### config.mk
export PLATFORM = sky130hd
export DESIGN_NAME = control_fsm
export DESIGN_NICKNAME = d
export VERILOG_FILES = /design/src/rtl/control_fsm.sv
export SDC_FILE = /design/constraint.sdc
export NUM_CORES = 1
export LEC_CHECK = 0
export BUFFER_PORTS_ARGS = -buffer_cell sky130_fd_sc_hd__buf_4
export CAP_MARGIN = 20
export CELL_PAD_IN_SITES_DETAIL_PLACEMENT = 0
export CELL_PAD_IN_SITES_GLOBAL_PLACEMENT = 1
export CORE_MARGIN = 1
export CORE_UTILIZATION = 31
export DETAILED_ROUTE_END_ITERATION = 6
export GPL_TIMING_DRIVEN = 1
export PLACE_DENSITY = 0.74
export RECOVER_POWER = 50
export SYNTH_ARGS = -nofsm -noshare
export SYNTH_HDL_FRONTEND = slang
export SYNTH_SLANG_ARGS = --single-unit
### constraint.sdc
create_clock -name clk -period 1.6 [get_ports clk]
set_clock_uncertainty 0.05 [all_clocks]
set_input_delay 0.16 -clock clk [delete_from_list [all_inputs] [get_ports clk]]
set_output_delay 0.16 -clock clk [all_outputs]
set_load 0.01 [all_outputs]
### src/rtl/control_fsm.sv
// LC-3b multicycle control unit: Moore FSM sequencing fetch/decode/execute for
// BR, ADD, AND, NOT, LDR, STR and owning the memory read/write handshake.
module control_fsm (
    input  logic       clk,
    input  logic       reset,
    input  logic [3:0] opcode,
    input  logic       branch_enable,
    input  logic       mem_resp,
    output logic       load_pc,
    output logic       load_ir,
    output logic       load_regfile,
    output logic       load_mar,
    output logic       load_mdr,
    output logic       load_cc,
    output logic       pcmux_sel,
    output logic       storemux_sel,
    output logic       alumux_sel,
    output logic       regfilemux_sel,
    output logic       marmux_sel,
    output logic       mdrmux_sel,
    output logic [2:0] aluop,
    output logic       mem_read,
    output logic       mem_write,
    output logic [1:0] mem_byte_enable
);

    localparam logic [3:0] OP_BR  = 4'b0000;
    localparam logic [3:0] OP_ADD = 4'b0001;
    localparam logic [3:0] OP_AND = 4'b0101;
    localparam logic [3:0] OP_NOT = 4'b1001;
    localparam logic [3:0] OP_LDR = 4'b0110;
    localparam logic [3:0] OP_STR = 4'b0111;

    localparam logic [2:0] ALU_ADD  = 3'd0;
    localparam logic [2:0] ALU_AND  = 3'd1;
    localparam logic [2:0] ALU_NOT  = 3'd2;
    localparam logic [2:0] ALU_PASS = 3'd3;

    typedef enum logic [3:0] {
        FETCH1, FETCH2, FETCH3, DECODE,
        S_ADD, S_AND, S_NOT, S_BR, S_BR_TAKEN,
        S_CALC_ADDR, S_LDR1, S_LDR2, S_STR1, S_STR2
    } state_t;

    state_t r_state;
    state_t w_next;

    always_ff @(posedge clk or posedge reset) begin
        if (reset)
            r_state <= FETCH1;
        else
            r_state <= w_next;
    end

    // Next-state: inputs are only looked at in the states that consume them.
    always_comb begin
        w_next = r_state;
        unique case (r_state)
            FETCH1: w_next = FETCH2;
            FETCH2: if (mem_resp) w_next = FETCH3;
            FETCH3: w_next = DECODE;
            DECODE: begin
                case (opcode)
                    OP_BR:          w_next = S_BR;
                    OP_ADD:         w_next = S_ADD;
                    OP_AND:         w_next = S_AND;
                    OP_NOT:         w_next = S_NOT;
                    OP_LDR, OP_STR: w_next = S_CALC_ADDR;
                    default:        w_next = FETCH1;
                endcase
            end
            S_ADD, S_AND, S_NOT: w_next = FETCH1;
            S_BR:        w_next = branch_enable ? S_BR_TAKEN : FETCH1;
            S_BR_TAKEN:  w_next = FETCH1;
            S_CALC_ADDR: w_next = (opcode == OP_LDR) ? S_LDR1 : S_STR1;
            S_LDR1:      if (mem_resp) w_next = S_LDR2;
            S_LDR2:      w_next = FETCH1;
            S_STR1:      w_next = S_STR2;
            S_STR2:      if (mem_resp) w_next = FETCH1;
            default:     w_next = FETCH1;
        endcase
    end

    // Output decode depends on r_state only, so no input reaches an output.
    always_comb begin
        load_pc         = 1'b0;
        load_ir         = 1'b0;
        load_regfile    = 1'b0;
        load_mar        = 1'b0;
        load_mdr        = 1'b0;
        load_cc         = 1'b0;
        pcmux_sel       = 1'b0;
        storemux_sel    = 1'b0;
        alumux_sel      = 1'b0;
        regfilemux_sel  = 1'b0;
        marmux_sel      = 1'b0;
        mdrmux_sel      = 1'b0;
        aluop           = ALU_ADD;
        mem_read        = 1'b0;
        mem_write       = 1'b0;
        mem_byte_enable = 2'b11;
        unique case (r_state)
            FETCH1: begin
                marmux_sel = 1'b1;
                load_mar   = 1'b1;
            end
            FETCH2, S_LDR1: begin
                mem_read   = 1'b1;
                mdrmux_sel = 1'b1;
                load_mdr   = 1'b1;
            end
            FETCH3: begin
                load_ir   = 1'b1;
                load_pc   = 1'b1;
                pcmux_sel = 1'b0;
            end
            S_ADD, S_AND, S_NOT: begin
                aluop          = (r_state == S_AND) ? ALU_AND :
                                 (r_state == S_NOT) ? ALU_NOT : ALU_ADD;
                alumux_sel     = 1'b0;
                regfilemux_sel = 1'b0;
                load_regfile   = 1'b1;
                load_cc        = 1'b1;
            end
            S_BR_TAKEN: begin
                pcmux_sel = 1'b1;
                load_pc   = 1'b1;
            end
            S_CALC_ADDR: begin
                alumux_sel = 1'b1;
                aluop      = ALU_ADD;
                marmux_sel = 1'b0;
                load_mar   = 1'b1;
            end
            S_LDR2: begin
                regfilemux_sel = 1'b1;
                load_regfile   = 1'b1;
                load_cc        = 1'b1;
            end
            S_STR1: begin
                storemux_sel = 1'b1;
                aluop        = ALU_PASS;
                mdrmux_sel   = 1'b0;
                load_mdr     = 1'b1;
            end
            S_STR2: begin
                mem_write    = 1'b1;
                storemux_sel = 1'b1;
            end
            default: ;
        endcase
    end

endmodule
==> metrics, run 1 <==
Reg2Reg Depth=6; max reg flops=4; CP Launch Type=flip-flop; total CTS buffers=3; Biggest register=r_state; reg-to-reg setup timing slack=100 ps; post-route ant nets=0; Cells after Synth=84; Critical Path Most Common Cell=buf_4; Tmin final=about 1600 ps; sequential area share after synthesis=0.161; Worst EP arrival=1360 ps; Placer Congestion=0.840; hold path endpoint=r_state[2]; GRT Util Overall=0.158; Yosys cell types=39; Top Ports=27; I/O Buffers=23; fmax=0.638 GHz; die area=2190 um2; post-synth top area share=0.161; WL/cell=11.1 um; Cell Area, Placed=761 um2; Reg-to-Reg End=r_state[1]; CP peak stage delay=approximately 420 ps; Mapped Avg Cell Area=7.40 um2; clk sinks=4; hold crit path type=primary input to flip-flop; mapped cell area=622 um2; initial antenna violation count=0; FF+latch count, synth=4; Clock Tree Root=clkbuf_4; largest registers=r_state: 4 flops; worst vdd rail ir drop=0.932 mV; Antenna Cells=0; Slowest cell on crit path=dfrtp_2; most frequent cells in the layout=buf_4 (35), nand2_1 (9), nor2_1 (9); vias in the first global route=577; first-pass GRT wire length=2400 um; Layout Nets=126; Crit Path Class=flip-flop to output port; pwr/cell area=1810 nW/um2; Yosys warning total=0; Finished Layout Cells=141; Die Ht=46.8 um; Design Power=around 1.7 mW; DRC viols=0; DPL Wire Length=around 1100 um; CTS H-tree lvls=1; clk slew on worst S/H paths=40 ps; Critical Path RT=roughly 1400 ps; Critical Path Sink Type=output port; share of cells above drive strength 1=0.491; WHS Path Cells=2; number of DRC markers in iteration 0=10; fin. max-slew vios=0; final setup fails=0; total global routing overflow=0; Starting Density=0.345; CTS tree=done; status=complete, no violations; crit-path cells=buf_4, nor4_2, or2_1, buf_4; Area Overhead vs Synth=51.9%; commonest non-fill, non-tap cell in the layout=buf_4; Core Util, Final=0.524; WL final=1570 um; RSZ-0062 raised after global routing=yes; Area contributors post-synth=dfrtp_1 (16%), buf_4 (8.5%), nor2_1 (6.0%); core area=1800 um2; pin count of the biggest net entering global routing=9; Die X=around 47 um; CTS Buffer Depth=2; Tcrit/Tclk final=0.979; max cap viols=0; static leakage=0.453 nW; worst-path maximum fanout=4; row count=15; final hold violations=0; post-placement cell count=126; Non-Filler Cell Area, Final=approximately 940 um2; RR Startpoint=r_state[2]; min-delay src=opcode[1]; Pre-Repair DR Iteration Count=4; via count=686; Skew-Pair Late Insertion Delay=240 ps; vias per cell=4.87; post-synth top area cell=dfrtp_1
[cell families (layout without fill, tap and decap cells)]
group / after synthesis / in the layout / synth area share
xor+xnor: 6 / 6 / 0.0845
compound gates: 15 / 15 / 0.177
flops: 4 / 4 / 0.161
buf+inv: 14 / 45 / 0.183
other cells: 2 / 3 / 0.0121
simple gates: 42 / 42 / 0.366
mux: 1 / 1 / 0.0161
[cell usage after synthesis (all sizes together)]
library cell and n:
buf 12, nand2 10, nor2 10, dfrtp 4, nor3 4, xor2 4
nor3b 3, a21oi 2, conb 2, inv 2, nand2b 2, nor2b 2
nor4 2, o21ai 2, o32a 2, or2 2, or3 2, xnor2 2
a211oi 1, a21o 1, a31oi 1, a32o 1, a32oi 1, and3 1
and4bb 1, mux2i 1, nand3 1, nand3b 1, nand4 1, o21bai 1
o22ai 1, o311ai 1, o31ai 1
[worst max-delay path by stage]
stage	cells after the start	from	to	slack, ps
after floorplan	4	r_state[1]	load_mar	100
after global placement	4	r_state[2]	load_mdr	80
after detailed placement	4	r_state[3]	load_pc	90
after CTS	4	r_state[2]	load_mdr	6
after global routing	4	r_state[2]	load_mar	-50
final	4	r_state[2]	load_mar	30
[area by class of cell]
type | count | area (um2)
fill | 182 | 857
multi-input combinational | 67 | 464
timing repair buffer | 40 | 314
sequential | 4 | 105
tap | 25 | 31.3
clock buffer | 3 | 22.5
inverter | 2 | 7.51
[what timing repair did]
action / in CTS / in global routing
hold buffers: 1 / 0
hold endpoints to repair: 4 / 0
setup endpoints to repair: 14 / 8
pin swaps: 0 / 2
resized for setup: 9 / 8
setup buffers: 9 / 2
[where the power goes]
| part | internal, mW | leakage, nW | switching, mW |
|---|---|---|---|
| logic | 0.709 | 0.393 | 0.619 |
| clock network | 0.0842 | 0.0138 | 0.0454 |
| registers | 0.154 | 0.0459 | 0.101 |
[critical path: cells and delay by family (launching register included)]
family / cells / cell delay (ps)
simple gates: 2 / 440
flops: 1 / 420
buf+inv: 2 / 260
[per-stage QoR]
step	setup TNS, ps	hold slack, ps	worst slack, ps
finish	0	99.6	33.2
global route	-54.2	93.9	-45.5
CTS	0	89.6	6.44
detailed placement	0	8.83	86.0
global placement	0	10.6	80.2
floorplan	0	-124	105
[per-layer routing]
metal	routed length, um	GRT usage
met2	826	0.253
met4	0	0.114
met1	691	0.190
met3	54	0.0269
met5	0	0
Note: power is estimated with default switching activity, not from simulation.
==> run 2, diff against run 1 <==
==> constraint.sdc (replaced) <==
create_clock -name clk -period 1.6 [get_ports clk]
set_clock_uncertainty 0.05 [all_clocks]
set_input_delay 0.08 -clock clk [delete_from_list [all_inputs] [get_ports clk]]
set_output_delay 0.08 -clock clk [all_outputs]
set_load 0.01 [all_outputs]
==> run 2 against run 1 <==
Total power decreased by 7.6%. Die area unchanged. Clock power increased by 4%. Critical path depth unchanged. Worst hold slack got worse by 97 ps. Sequential power decreased by 10%. Register-to-register slack improved by 120 ps. Via count decreased by 1.5%. Cell count decreased by 4.3%.
==> metrics, run 2 (synthesized netlist as in run 1, its figures left out) <==
Top Ports=27 (unchanged); min-delay src=opcode[1]; pwr/cell area=1830 nW/um2 (+0.97%); total CTS buffers=3 (unchanged); static leakage=0.408 nW (-9.9%); pin count of the biggest net entering global routing=16 (+7); total global routing overflow=0 (unchanged); CTS H-tree lvls=1 (unchanged); Design Power=1.58 mW (-7.6%); DP Worst Slack=204 ps (+118 ps); Die Ht=46.8 um (unchanged); max cap viols=0 (unchanged); Die X=46.8 um (unchanged); core area=1800 um2 (unchanged); Biggest register=r_state; DPL Wire Length=1200 um (+9.7%); hold crit path type=primary input to flip-flop; CP peak stage delay=430 ps (about the same); DRC viols=0 (unchanged); number of DRC markers in iteration 0=21 (+11); WL/cell=11.7 um (+4.5%); post-route ant nets=0 (unchanged); Area Overhead vs Synth=39.0%; largest registers=r_state: 4 flops; first-pass GRT wire length=2350 um (-2.0%); row count=15 (unchanged); CTS tree=done; Final WS setup=59.0 ps (+25.8 ps); Clock Tree Root=clkbuf_4; Crit. Startpoint=r_state[1]; hold slack=2.12 ps (-97.4 ps); post-placement cell count=129 (+2.4%); Placer Congestion=0.897 (+6.8%); CP Launch Type=flip-flop; GRT Util Overall=0.156 (-0.00146); clk slew on worst S/H paths=40 ps (about the same); final hold violations=0 (unchanged); vias in the first global route=529 (-8.3%); status=complete, no violations; Layout Nets=120 (-4.8%); worst-path maximum fanout=7 (+3); Finished Layout Cells=135 (-4.3%); total negative setup slack=0 ps (unchanged); Antenna Cells=0 (unchanged); Starting Density=0.345 (unchanged); Core Util, Final=0.480 (-0.0444); Critical Path Most Common Cell=buf_4; final setup fails=0 (unchanged); max reg flops=4 (unchanged); Cell Area, Placed=796 um2 (+4.6%); worst vdd rail ir drop=0.870 mV (-6.6%); Worst EP arrival=1410 ps (+50 ps); commonest non-fill, non-tap cell in the layout=buf_4; fin. max-slew vios=0 (unchanged); RSZ-0062 raised after global routing=no; die area=2190 um2 (unchanged); share of cells above drive strength 1=0.400 (-0.0914); Tcrit/Tclk final=0.963 (-0.0161); Non-Filler Cell Area, Final=865 um2 (-8.5%); I/O Buffers=23 (unchanged); fmax=0.649 GHz (+1.7%); Slowest cell on crit path=dfrtp_1; Pre-Repair DR Iteration Count=4 (unchanged); Skew-Pair Late Insertion Delay=250 ps (about the same); Crit Path Class=flip-flop to output port; RR Startpoint=r_state[0]; clk sinks=4 (unchanged); Critical Path RT=1470 ps (+80 ps); CTS Buffer Depth=2 (unchanged); Tmin final=1540 ps (-25.8 ps); via count=676 (-1.5%); most frequent cells in the layout=buf_4 (27), nor2_1 (10), nand2_1 (9); vias per cell=5.01 (+2.9%); initial antenna violation count=0 (unchanged); WL final=1570 um (about the same); Critical Path Sink Type=output port; crit-path cells=buf_4, xor2_1, a32o_1, buf_4
[run 2: cell count changes in the layout (fill, tap and decap cells not counted), sizes merged]
cell    change
buf         -8
clkbuf      +2
[run 2: cell type report]
type / count / area (um2)
repair buffers: 34 / 274
clock buffers: 3 / 22.5
well taps: 25 / 31.3
inverters: 2 / 7.51
fillers: 192 / 937
multi-input cells: 67 / 425
flip-flops and latches: 4 / 104
[run 2: routing by layer]
| metal | track usage | vias to the layer above | wire length, um |
|---|---|---|---|
| li1 | - | 342 | - |
| met1 | 0.193 | 303 | 684 |
| met2 | 0.261 | 26 | 771 |
| met3 | 0.0231 | 5 | 80 |
| met4 | 0.0857 | 0 | 36 |
| met5 | 0 | - | 0 |
[run 2: where the power goes]
group	total, mW	internal, mW	switching [mW]
clock	0.135	0.0845	0.0508
sequential	0.229	0.152	0.0769
combinational	1.22	0.626	0.592
total	1.58	0.863	0.720
[run 2: path summary, 6_finish.rpt]
| path | end | slack (ps) | cells after the start |
|---|---|---|---|
| min | r_state[2] | 2 | 2 |
| min in group asynchronous | r_state[1] | 220 | 3 |
| max | load_mdr | 60 | 4 |
| max in group asynchronous | r_state[2] | 1100 | 3 |
| min reg2reg | r_state[3] | 740 | 3 |
| max reg2reg | r_state[3] | 220 | 4 |
[run 2: worst max-delay path, delay by kind of cell (launching register included)]
family,cells,cell delay (ps)
flip-flops,1,430
buffers and inverters,2,330
AO/OA/AOI/OAI,1,260
XOR/XNOR,1,140
[run 2: timing repair]
action                                 CTS  global route
endpoints found under the hold margin    4             0
buffers inserted                         0             2
hold buffers                             1             0
setup endpoints to repair                3             3
gates resized for setup                  3             5
pin swaps                                0             0
==> run 3, diff against run 2 <==
--- a/config.mk
+++ b/config.mk
@@ -10,10 +10,11 @@
 export CELL_PAD_IN_SITES_DETAIL_PLACEMENT = 0
 export CELL_PAD_IN_SITES_GLOBAL_PLACEMENT = 1
 export CORE_MARGIN = 1
-export CORE_UTILIZATION = 31
+export CORE_UTILIZATION = 33
+export CTS_BUF_LIST = sky130_fd_sc_hd__clkbuf_4
 export DETAILED_ROUTE_END_ITERATION = 6
 export GPL_TIMING_DRIVEN = 1
-export PLACE_DENSITY = 0.74
+export PLACE_DENSITY = 0.78
 export RECOVER_POWER = 50
 export SYNTH_ARGS = -nofsm -noshare
 export SYNTH_HDL_FRONTEND = slang
==> run 3 against run 2 <==
Critical path depth grew 1. Flip-flop and latch count is the same. Total power grew 1.4%. First-iteration DRC count grew 24%.
==> metrics, run 3 (synthesized netlist as in run 1, its figures left out) <==
Tcrit/Tclk final=0.973 (+0.0101); largest registers=r_state: 4 flops; Layout Nets=120 (unchanged); Pre-Repair DR Iteration Count=4 (unchanged); Placer Congestion=0.838 (-6.6%); WHS Path Cells=2 (unchanged); number of DRC markers in iteration 0=26 (+24%); I/O Buffers=23 (unchanged); Worst EP arrival=1430 ps (+20 ps); pin count of the biggest net entering global routing=16 (unchanged); final hold violations=0 (unchanged); DPL Wire Length=1170 um (-2.2%); core area=1750 um2 (-3.1%); GRT Util Overall=0.154 (-0.00219); Reg-to-Reg End=r_state[3]; reg-to-reg setup timing slack=150 ps (-70 ps); clk sinks=4 (unchanged); Multi-input gate area=429 um2 (+0.88%); Critical Path RT=1470 ps (about the same); hold slack=7.45 ps (+5.33 ps); Skew-Pair Late Insertion Delay=240 ps (about the same); via count=693 (+2.5%); clk slew on worst S/H paths=40 ps (about the same); CTS H-tree lvls=1 (unchanged); share of cells above drive strength 1=0.391 (-0.00909); Reg2Reg Depth=5 (+1); hold path endpoint=r_state[2]; total global routing overflow=0 (unchanged); DRC viols=0 (unchanged); RR Startpoint=r_state[1]; Area Overhead vs Synth=38.0%; first-pass GRT wire length=2260 um (-3.8%); vias in the first global route=550 (+4.0%); WL final=1590 um (+0.76%); Top Ports=27 (unchanged); Antenna Cells=0 (unchanged); Starting Density=0.356 (+0.0111); fmax=0.642 GHz (-1.0%); met1 Usage GRT=0.190 (-0.00316); Die X=45.4 um (-2.9%); final setup fails=0 (unchanged); row count=15 (unchanged); pwr/cell area=1870 nW/um2 (+2.1%); static leakage=0.396 nW (-2.8%); Die Ht=45.4 um (-2.9%); status=complete, no violations; Tmin final=1560 ps (+16.2 ps); fin. max-slew vios=0 (unchanged); CTS Buffer Depth=2 (unchanged); post-route ant nets=0 (unchanged); Clock Tree Root=clkbuf_4; WL/cell=11.7 um (+0.76%); met3 track demand over resource=0.0238 (+0.000733); Biggest register=r_state; worst vdd rail ir drop=1.02 mV (+17%); worst-path maximum fanout=4 (-3); die area=2060 um2 (-5.8%); max reg flops=4 (unchanged); Crit Path Class=flip-flop to output port; CP Launch Type=flip-flop; total negative setup slack=0 ps (unchanged); FF+latch area=105 um2 (+1.2%); initial antenna violation count=0 (unchanged); Design Power=1.60 mW (+1.4%); layer with the highest usage=met2; Critical Path Sink Type=output port; fill count=177 (-7.8%); vias per cell=5.13 (+2.5%); commonest non-fill, non-tap cell in the layout=buf_4; CTS tree=done; total CTS buffers=3 (unchanged); max cap viols=0 (unchanged); GR Layer Usage met2=0.243 (-0.0183); most frequent cells in the layout=buf_4 (29), nor2_1 (10), nand2_1 (9); min-delay src=opcode[1]; hold crit path type=primary input to flip-flop
-- run 3: worst max-delay path by stage --
| stage | slack (ps) | cells past startpoint | startpoint | end |
|---|---|---|---|---|
| 2_1_floorplan | 180 | 4 | r_state[1] | load_mar |
| 3_3_place_gp | 200 | 5 | r_state[1] | load_mar |
| 3_5_place_dp | 190 | 5 | r_state[1] | load_mar |
| 4_1_cts | 2 | 4 | r_state[3] | load_mar |
| 5_1_grt | -40 | 5 | r_state[1] | mdrmux_sel |
| 6_report | 40 | 5 | r_state[1] | mdrmux_sel |
-- run 3: final cells by class --
cell class                      count  area share
Timing Repair Buffer               34       0.306
Inverter                            2     0.00875
Tap cell                           25      0.0364
Clock buffer                        3      0.0262
Sequential cell                     4       0.122
Multi-Input combinational cell     67       0.500
-- run 3: report_power, final --
part	switching [mW]	internal (mW)
logic	0.612	0.630
clock network	0.0487	0.0844
registers	0.0756	0.154
-- run 3: metrics by stage --
stage | instance area, um2 | util | worst slack [ps] | cells
after floorplan | 626 | - | 185 | 85
after global placement | 796 | 0.456 | 199 | 129
after detailed placement | 796 | 0.456 | 188 | 129
after CTS | 832 | 0.477 | 1.86 | 133
after global routing | 858 | 0.492 | -40.0 | 135
final | 858 | 0.492 | 42.8 | 135
-- run 3: metal layers --
metal / share of wire / vias to the layer above
met1: 0.45 / 322
met4: 0.038 / 0
li1: - / 336
met2: 0.48 / 28
met5: 0 / -
met3: 0.040 / 7
-- run 3: timing repair --
| item | 4_1_cts | 5_1_grt |
|---|---|---|
| hold endpoints to repair | 4 | 0 |
| hold buffers | 1 | 0 |
| buffers inserted | 0 | 2 |
| resized for setup | 2 | 5 |
| endpoints found under the setup margin | 2 | 6 |
-- run 3: critical path, cell delays in order (launching register included) --
cell	delay, ps
dfrtp_2	410
buf_4	160
nor2b_2	180
mux2i_1	90
nor2_1	180
buf_4	160
